<file path="config.mk">
export PLATFORM = sky130hd
export DESIGN_NAME = if_else_seg_pipe
export DESIGN_NICKNAME = d
export VERILOG_FILES = /design/src/rtl/if_else_seg_pkg.sv /design/src/rtl/if_else_seg_stage.sv /design/src/rtl/if_else_seg_pipe.sv
export SDC_FILE = /design/constraint.sdc
export NUM_CORES = 1
export LEC_CHECK = 0
export BUFFER_PORTS_ARGS = -buffer_cell sky130_fd_sc_hd__buf_2
export CAP_MARGIN = 40
export CELL_PAD_IN_SITES_DETAIL_PLACEMENT = 0
export CELL_PAD_IN_SITES_GLOBAL_PLACEMENT = 1
export CORE_MARGIN = 2
export CORE_UTILIZATION = 38
export DETAILED_ROUTE_END_ITERATION = 10
export GPL_TIMING_DRIVEN = 0
export PLACE_DENSITY_LB_ADDON = 0.1
export SKIP_CTS_REPAIR_TIMING = 1
export SLEW_MARGIN = 20
export SYNTH_ARGS = -nofsm -noshare
export SYNTH_HDL_FRONTEND = slang
export SYNTH_HIERARCHICAL = 1
export SYNTH_SLANG_ARGS = --single-unit
</file>
<file path="constraint.sdc">
create_clock -name clk -period 2.02 [get_ports clk]
set_input_delay 0.404 -clock clk [delete_from_list [all_inputs] [get_ports clk]]
set_output_delay 0.404 -clock clk [all_outputs]
set_load 0.02 [all_outputs]
</file>
<file path="src/rtl/if_else_seg_pkg.sv">
// -----------------------------------------------------------------------------
// if_else_seg_pkg
//   Shared definitions for the if/else segment-select pipeline:
//   - default WIDTH / SEGS / LAT values
//   - if_else_mode_t : mode encodings sampled with each input beat
//   - popcount32     : bit count of a 32-bit vector (used by the hit counter)
// -----------------------------------------------------------------------------
package if_else_seg_pkg;

  localparam int unsigned DEF_WIDTH = 32;
  localparam int unsigned DEF_SEGS  = 4;
  localparam int unsigned DEF_LAT   = 2;

  typedef enum logic [1:0] {
    MODE_NORMAL     = 2'b00,  // cond = selected input bit
    MODE_FORCE_IF   = 2'b01,  // cond = 1 for every segment
    MODE_FORCE_ELSE = 2'b10,  // cond = 0 for every segment
    MODE_INVERT     = 2'b11   // cond = inverted input bit
  } if_else_mode_t;

  function automatic logic [5:0] popcount32(input logic [31:0] v);
    logic [5:0] n;
    n = '0;
    for (int unsigned i = 0; i < 32; i++) begin
      n = n + 6'(v[i]);
    end
    return n;
  endfunction

endpackage

</file>
<file path="src/rtl/if_else_seg_stage.sv">
// -----------------------------------------------------------------------------
// if_else_seg_stage
//   One register stage of the segment pipeline: a valid bit plus the
//   SEGS*WIDTH result word and the SEGS-bit applied-condition vector.
//
// Ports
//   clk      : rising-edge clock
//   reset    : synchronous active-high reset, clears valid and payload
//   en_i     : advance enable (low while the pipeline is stalled)
//   valid_i  : upstream valid bit
//   data_i   : upstream result word
//   cond_i   : upstream condition vector
//   valid_o  : registered valid bit
//   data_o   : registered result word
//   cond_o   : registered condition vector
// -----------------------------------------------------------------------------
module if_else_seg_stage
  import if_else_seg_pkg::*;
#(
  parameter int unsigned WIDTH = DEF_WIDTH,
  parameter int unsigned SEGS  = DEF_SEGS
) (
  input  logic                  clk,
  input  logic                  reset,
  input  logic                  en_i,
  input  logic                  valid_i,
  input  logic [SEGS*WIDTH-1:0] data_i,
  input  logic [SEGS-1:0]       cond_i,
  output logic                  valid_o,
  output logic [SEGS*WIDTH-1:0] data_o,
  output logic [SEGS-1:0]       cond_o
);

  logic                  valid_q, valid_d;
  logic [SEGS*WIDTH-1:0] data_q,  data_d;
  logic [SEGS-1:0]       cond_q,  cond_d;

  // Bubbles move the valid bit along but leave the payload untouched, so the
  // last stage keeps presenting the most recent real beat while idle.
  always_comb begin
    valid_d = valid_q;
    data_d  = data_q;
    cond_d  = cond_q;
    if (en_i) begin
      valid_d = valid_i;
      if (valid_i) begin
        data_d = data_i;
        cond_d = cond_i;
      end
    end
  end

  always_ff @(posedge clk) begin
    if (reset) begin
      valid_q <= 1'b0;
      data_q  <= '0;
      cond_q  <= '0;
    end else begin
      valid_q <= valid_d;
      data_q  <= data_d;
      cond_q  <= cond_d;
    end
  end

  assign valid_o = valid_q;
  assign data_o  = data_q;
  assign cond_o  = cond_q;

endmodule

</file>
<file path="src/rtl/if_else_seg_pipe.sv">
// -----------------------------------------------------------------------------
// if_else_seg_pipe
//   Per-segment if/else select with a LAT-deep valid/ready pipeline.
//   For each segment s the applied condition is derived from input_bit[s mod
//   WIDTH] and the beat's mode; the result picks the if-operand when the
//   condition is 1, the else-operand otherwise. The whole pipeline stalls
//   while the output beat is held by the consumer.
//
// Ports
//   clk              : rising-edge clock
//   reset            : synchronous active-high reset
//   in_valid/in_ready: input handshake (in_ready = no output stall)
//   input_bit        : condition word, segment s uses bit s mod WIDTH
//   mode             : 00 normal, 01 force-if, 10 force-else, 11 invert
//   array_ref_wire   : if-branch operands, segment s at [s*WIDTH +: WIDTH]
//   array_ref_m_wire : else-branch operands, same packing
//   out_valid/out_ready : output handshake
//   segment_combine  : per-segment selected result
//   cond_vec         : applied condition per segment
//   if_hits          : saturating count of delivered if-selected segments
//
// Build option
//   IF_ELSE_SEG_STATS_EN : when defined, the if_hits counter is built;
//                          otherwise if_hits is tied to zero.
// -----------------------------------------------------------------------------
module if_else_seg_pipe
  import if_else_seg_pkg::*;
#(
  parameter int unsigned WIDTH = DEF_WIDTH,
  parameter int unsigned SEGS  = DEF_SEGS,
  parameter int unsigned LAT   = DEF_LAT
) (
  input  logic                  clk,
  input  logic                  reset,
  input  logic                  in_valid,
  output logic                  in_ready,
  input  logic [WIDTH-1:0]      input_bit,
  input  logic [1:0]            mode,
  input  logic [SEGS*WIDTH-1:0] array_ref_wire,
  input  logic [SEGS*WIDTH-1:0] array_ref_m_wire,
  output logic                  out_valid,
  input  logic                  out_ready,
  output logic [SEGS*WIDTH-1:0] segment_combine,
  output logic [SEGS-1:0]       cond_vec,
  output logic [31:0]           if_hits
);

  logic stall;
  logic advance;

  assign stall    = out_valid && !out_ready;
  assign advance  = !stall;
  assign in_ready = advance;

  // Only bits below SEGS of input_bit are consulted when WIDTH > SEGS.
  logic unused_bits;
  assign unused_bits = ^input_bit;

  // ---------------------------------------------------------------------------
  // Per-segment condition and select (feeds the first stage register)
  // ---------------------------------------------------------------------------
  logic [SEGS-1:0]       cond_sel;
  logic [SEGS*WIDTH-1:0] data_sel;

  always_comb begin
    cond_sel = '0;
    data_sel = '0;
    for (int unsigned s = 0; s < SEGS; s++) begin
      case (if_else_mode_t'(mode))
        MODE_NORMAL:     cond_sel[s] = input_bit[s % WIDTH];
        MODE_FORCE_IF:   cond_sel[s] = 1'b1;
        MODE_FORCE_ELSE: cond_sel[s] = 1'b0;
        MODE_INVERT:     cond_sel[s] = ~input_bit[s % WIDTH];
        default:         cond_sel[s] = 1'b0;
      endcase
      data_sel[s*WIDTH +: WIDTH] = cond_sel[s] ? array_ref_wire[s*WIDTH +: WIDTH]
                                               : array_ref_m_wire[s*WIDTH +: WIDTH];
    end
  end

  // ---------------------------------------------------------------------------
  // Stage chain: index 0 is the combinational select, index LAT the output
  // ---------------------------------------------------------------------------
  logic [LAT:0]          vld;
  logic [SEGS*WIDTH-1:0] dat [LAT+1];
  logic [SEGS-1:0]       cnd [LAT+1];

  assign vld[0] = in_valid;
  assign dat[0] = data_sel;
  assign cnd[0] = cond_sel;

  for (genvar k = 0; k < LAT; k++) begin : g_stage
    if_else_seg_stage #(
      .WIDTH (WIDTH),
      .SEGS  (SEGS)
    ) u_stage (
      .clk     (clk),
      .reset   (reset),
      .en_i    (advance),
      .valid_i (vld[k]),
      .data_i  (dat[k]),
      .cond_i  (cnd[k]),
      .valid_o (vld[k+1]),
      .data_o  (dat[k+1]),
      .cond_o  (cnd[k+1])
    );
  end

  assign out_valid       = vld[LAT];
  assign segment_combine = dat[LAT];
  assign cond_vec        = cnd[LAT];

  // ---------------------------------------------------------------------------
  // Delivered if-segment counter
  // ---------------------------------------------------------------------------
`ifdef IF_ELSE_SEG_STATS_EN
  logic [31:0] if_hits_q, if_hits_d;
  logic [31:0] cond_ext;
  logic [32:0] hits_sum;

  always_comb begin
    cond_ext              = '0;
    cond_ext[SEGS-1:0]    = cond_vec;
    hits_sum              = {1'b0, if_hits_q} + 33'(popcount32(cond_ext));
    if_hits_d             = if_hits_q;
    if (out_valid && out_ready) begin
      if_hits_d = hits_sum[32] ? '1 : hits_sum[31:0];
    end
  end

  always_ff @(posedge clk) begin
    if (reset) begin
      if_hits_q <= '0;
    end else begin
      if_hits_q <= if_hits_d;
    end
  end

  assign if_hits = if_hits_q;
`else
  assign if_hits = '0;
`endif

endmodule
</file>
### After elaboration in Yosys (flattened, before gate mapping)

Index checks and enable logic that the tools add are counted.

| word-level totals | value |
|---|---|
| bits in latches | 0 |
| output and inout bits | 166 |
| input bits | 294 |
| logic and storage cells | 28 |
| bits in registers | 266 |
| bits in read-only memories | 0 |
| bits in writable memories | 0 |
| memories | 0 |

| cells by class | value |
|---|---|
| $lt $le $gt $ge | 0 |
| shift operators | 0 |
| $mul | 0 |
| equal/unequal tests | 3 |
| multiplexer cells | 8 |
| bitwise gates (word level) | 5 |
| reductions and logical operators | 6 |
| add/sub/neg operators | 0 |
| div/mod/pow operators | 0 |

Operators with widths:

| kind | number |
|---|---|
| two-way mux 32 bit | 4 |
| one-hot mux 1 bit (4 select lines) | 4 |
| inverter 1 bit | 5 |
| equality test 2 bit, second input constant | 2 |
| AND reduction 2 bit | 2 |
| equality test 2 x 1 -> 1 bit, second input constant | 1 |
| zero test 1 bit | 2 |
| zero test 2 bit | 1 |
| logical AND 1 bit | 1 |

### Depth between registers and ports, before layout

| logic depth | value |
|---|---|
| depth in word-level cells | 4 |
| gate-level depth with buffers | 6 |

### Modules after synthesis

Netlist, hierarchy kept.

By module, submodules not included:

| module | seq. area each (µm²) | area an instance (µm²) | cells an instance | times used |
|---|---|---|---|---|
| if_else_seg_stage | 2662.6 | 5699.2 | 604 | 2 |
| if_else_seg_pipe | 0.0 | 2371.0 | 183 | 1 |

### Worst setup path after synthesis

OpenSTA, ideal clock, no wires.

| path | value |
|---|---|
| path type | input -> register |
| start | input port mode[1] |
| end | register g_stage[0].u_stage.data_q[46] |
| setup slack | 0.467 ns |
| arrival | 1.420 ns |
| cell stages on the path | 6 |
| required time | 1.888 ns |
| cells stage by stage | inv_1 mux2i_4 buf_6 mux2_4 nand3_1 a21oi_1 |

RTL lines:

| item | line | source |
|---|---|---|
| start, declared | if_else_seg_pipe.sv:38 | `input logic [1:0] mode,` |
| end signal, assigned | if_else_seg_stage.sv:60 | `data_q <= data_d;` |
| end, declared | if_else_seg_stage.sv:35 | `logic [SEGS*WIDTH-1:0] data_q, data_d;` |

### Final worst setup path

| path | value |
|---|---|
| start | register g_stage[1].u_stage.valid_q |
| end | output port in_ready |

| on the way | value |
|---|---|
| cells in the longest elaborated chain, start to end | 2 |

RTL lines:

| item | line | source |
|---|---|---|
| start, declared | if_else_seg_stage.sv:34 | `logic valid_q, valid_d;` |
| start signal, assigned | if_else_seg_stage.sv:59 | `valid_q <= valid_d;` |
| logical AND 1 bit | if_else_seg_pipe.sv:51 | `assign stall = out_valid && !out_ready;` |
| zero test 1 bit | if_else_seg_pipe.sv:52 | `assign advance = !stall;` |
| end, declared | if_else_seg_pipe.sv:36 | `output logic in_ready,` |

Every way passes these cells.

==> flow_summary_export.csv <==
group,metric,value,unit
yosys,synth_area_leader_cell,"dfxtp_1",
power,p_per_area,759.6,mW/mm2
floorplan,fp.dieH,194.4,um
critical_path,arrival,1.44,ns
global_routing,grt_max_degree,15,
global_routing,grt_pass1_vias,11580,
global_routing,grt_use_total,0.2199,
floorplan,coreArea,0.03566,mm2
place,place_congestion,0.7986,
drt,route.detailed.drc,27,
power,ir_drop,559.0,uV
critical_path,slowest_stage,"dfxtp_1",
drt,drt-wirelength-per-cell,18.34,um
critical_path,path_delay_family,"flip-flops",
timing,rsz0062_at_grt,"false",
global_routing,antenna_found_initial,2,
cells_and_area,nNetsFinal,2145,
yosys,syn_area,0.01377,mm2
place,numPortBuffers,397,
timing,fmax,0.5427,GHz
drt,first_pass_iters,10,
yosys,avgSynthCellArea,9.899,um2
min_path,min_from,"array_ref_wire[20]",
status,violations,"design-rule violations",
floorplan,start_util,0.3862,
min_path,hp-class,"input port to flip-flop",
drt,antenna_left,0,
cells_and_area,drive_gt1_frac,0.4177,
yosys,synth_top_area_frac,0.3867,
min_path,holdPathStages,4,
clock_network,cts_buffers,30,
critical_path,required,1.62,ns
timing,finalClockSkew,0.007866,ns
place,dpl_cell_area,0.01645,mm2
timing,fin_ws,0.1773,ns
floorplan,num_rows,69,
timing,finalHoldViolations,0,
critical_path,cp_max_fo,9,
critical_path,r2r_setup_slack,0.41,ns
timing,max_slew_margin,0.5994,
drt,postRouteWirelength,42780,um
place,dp_hpwl,30830,um
yosys,synth_cells,1391,
critical_path,start_kind,"flip-flop",
clock_network,clk_pin_slew,0.06,ns
cells_and_area,fin_cells,2333,
timing,slew_viol_final,0,
yosys,ys_seq_area_frac,0.3867,
critical_path,cp_num_buf_inv,1,
drt,avgViaCountPerCell,5.055,
yosys,netlist_top_cells_area,"dfxtp_1, a21bo_1, mux2_4",
critical_path,rr_startpoint,"g_stage[1].u_stage/valid_o",
power,finalPower,13.25,mW
floorplan,die_w,194.4,um
min_path,holdPathEnd,"g_stage[0].u_stage/data_o[20]",
global_routing,grt_first_pass_wirelength,66320,um
global_routing,grt_overflow,0,
critical_path,reg2reg_depth,5,
status,outcome,"finished with violations",
place,post-place-cells,2280,
timing,fin_tns_setup,0,ns
critical_path,criticalPathCategory,"flip-flop to output pin",
yosys,ys_types,18,
clock_network,cts_tree,"built",
drt,route.vias.total,11794,
power,p_leak,7.945,nW
drt,drt_iter0_markers,677,
clock_network,cts-root-buf,"clkbuf_16",
job,maxCapViolations,0,
cells_and_area,postLayoutCellArea,0.01745,mm2
cells_and_area,layout_commonest_cell,"buf_2",
timing,period_share,0.9122,
place,pre_cts_slack,-0.02375,ns
timing,setup-violations-final,0,
cells_and_area,diodes,0,
critical_path,cp_slowest_stage_delay,0.33,ns
clock_network,clk_latency,0.55,ns
clock_network,cts_buffer_depth,3,
floorplan,die-area,0.03777,mm2
cells_and_area,area_delta_synth_final,26.72,%
yosys,ys_seq_elements,266,
cells_and_area,layout_common_cells,"buf_2, dfxtp_1, nand3_1, a21oi_1, a21bo_1",
critical_path,r2r-end,"g_stage[1].u_stage/data_o[43]",
floorplan,io_pins,460,
timing,worst_pin_slew,0.5884,ns
critical_path,cp-end-kind,"output pin",
clock_network,cts.sinks,266,
timing,layout_min_cycle_time,1.843,ns
yosys,yosys_warnings,6,
critical_path,worstPathCellList,"nand2b_1 > buf_2",
clock_network,htreeDepth,1,
stage by stage:
stage / hold WS [ns] / utilization
after CTS: 0.2411 / 0.4894
after floorplan: 0.4381 / -
after global placement: 0.4468 / 0.4613
after global routing: 0.2561 / 0.4894
after detailed placement: 0.4531 / 0.4613
final: 0.2657 / 0.4894
sequential cells by signal, summed over array words and instances (netlist names):
signal and flops:
g_stage.u_stage/valid_o 2, g_stage.u_stage/data_o 256, g_stage.u_stage/cond_o 8
cells by family (layout without fill, tap and decap cells):
kind of cell	count (synthesis)	count (layout)	synth area share
AOI/OAI and AO/OA	528	528	0.2879
buffers and inverters	195	645	0.08387
DFF	266	266	0.3867
muxes	134	134	0.1443
other	1	32	0.0002723
and+or+nand+nor	267	267	0.09696
layout make-up:
class | count | area, um2
tap | 461 | 576.8
clock buffer | 48 | 949.7
clock inverter | 5 | 50.05
inverter | 5 | 18.77
buffer | 190 | 1136
sequential | 266 | 5325
multi-input combinational | 961 | 7406
fill | 3548 | 18210
timing repair buffer | 397 | 1987
power breakdown:
| group | switching, mW | internal, mW |
|---|---|---|
| Clock | 2.17 | 3.31 |
| Sequential | 0.118 | 5.50 |
| Combinational | 1.10 | 1.07 |
worst reg2reg max path: cells and delay by family, from the launching register on:
family          cells  cell delay, ns
flops               1            0.33
compound gates      1            0.14
simple gates        2            0.47
buf+inv             2            0.61
cells in the mapped netlist:
cell type,count
conb_1,1
nand2b_1,1
a21bo_1,230
mux2_4,116
mux2_2,12
nand3_1,264
a21bo_2,34
inv_1,5
mux2i_1,2
buf_2,116
mux2i_4,4
buf_4,38
clkbuf_1,16
dfxtp_1,266
buf_6,18
a21oi_1,264
nor2_1,2
buf_1,2
worst max-delay path by stage:
stage / endpoint / slack (ns) / from / cells after the start
finish: in_ready / 0.18 / g_stage[1].u_stage/valid_o / 2
global route: in_ready / 0.09 / g_stage[1].u_stage/valid_o / 2
CTS: in_ready / 0.12 / g_stage[1].u_stage/valid_o / 2
detailed placement: g_stage[0].u_stage/data_o[6] / -0.02 / mode[1] / 7
global placement: g_stage[0].u_stage/data_o[116] / 0.005 / mode[1] / 7
floorplan: g_stage[0].u_stage/data_o[46] / 0.47 / mode[1] / 6
per-layer routing:
layer	part of all wire	GRT usage
met2	0.48	0.3736
met1	0.44	0.2946
met3	0.057	0.03332
met5	0.00026	0
met4	0.019	0.05014
Power figures use the tool's default switching activity.
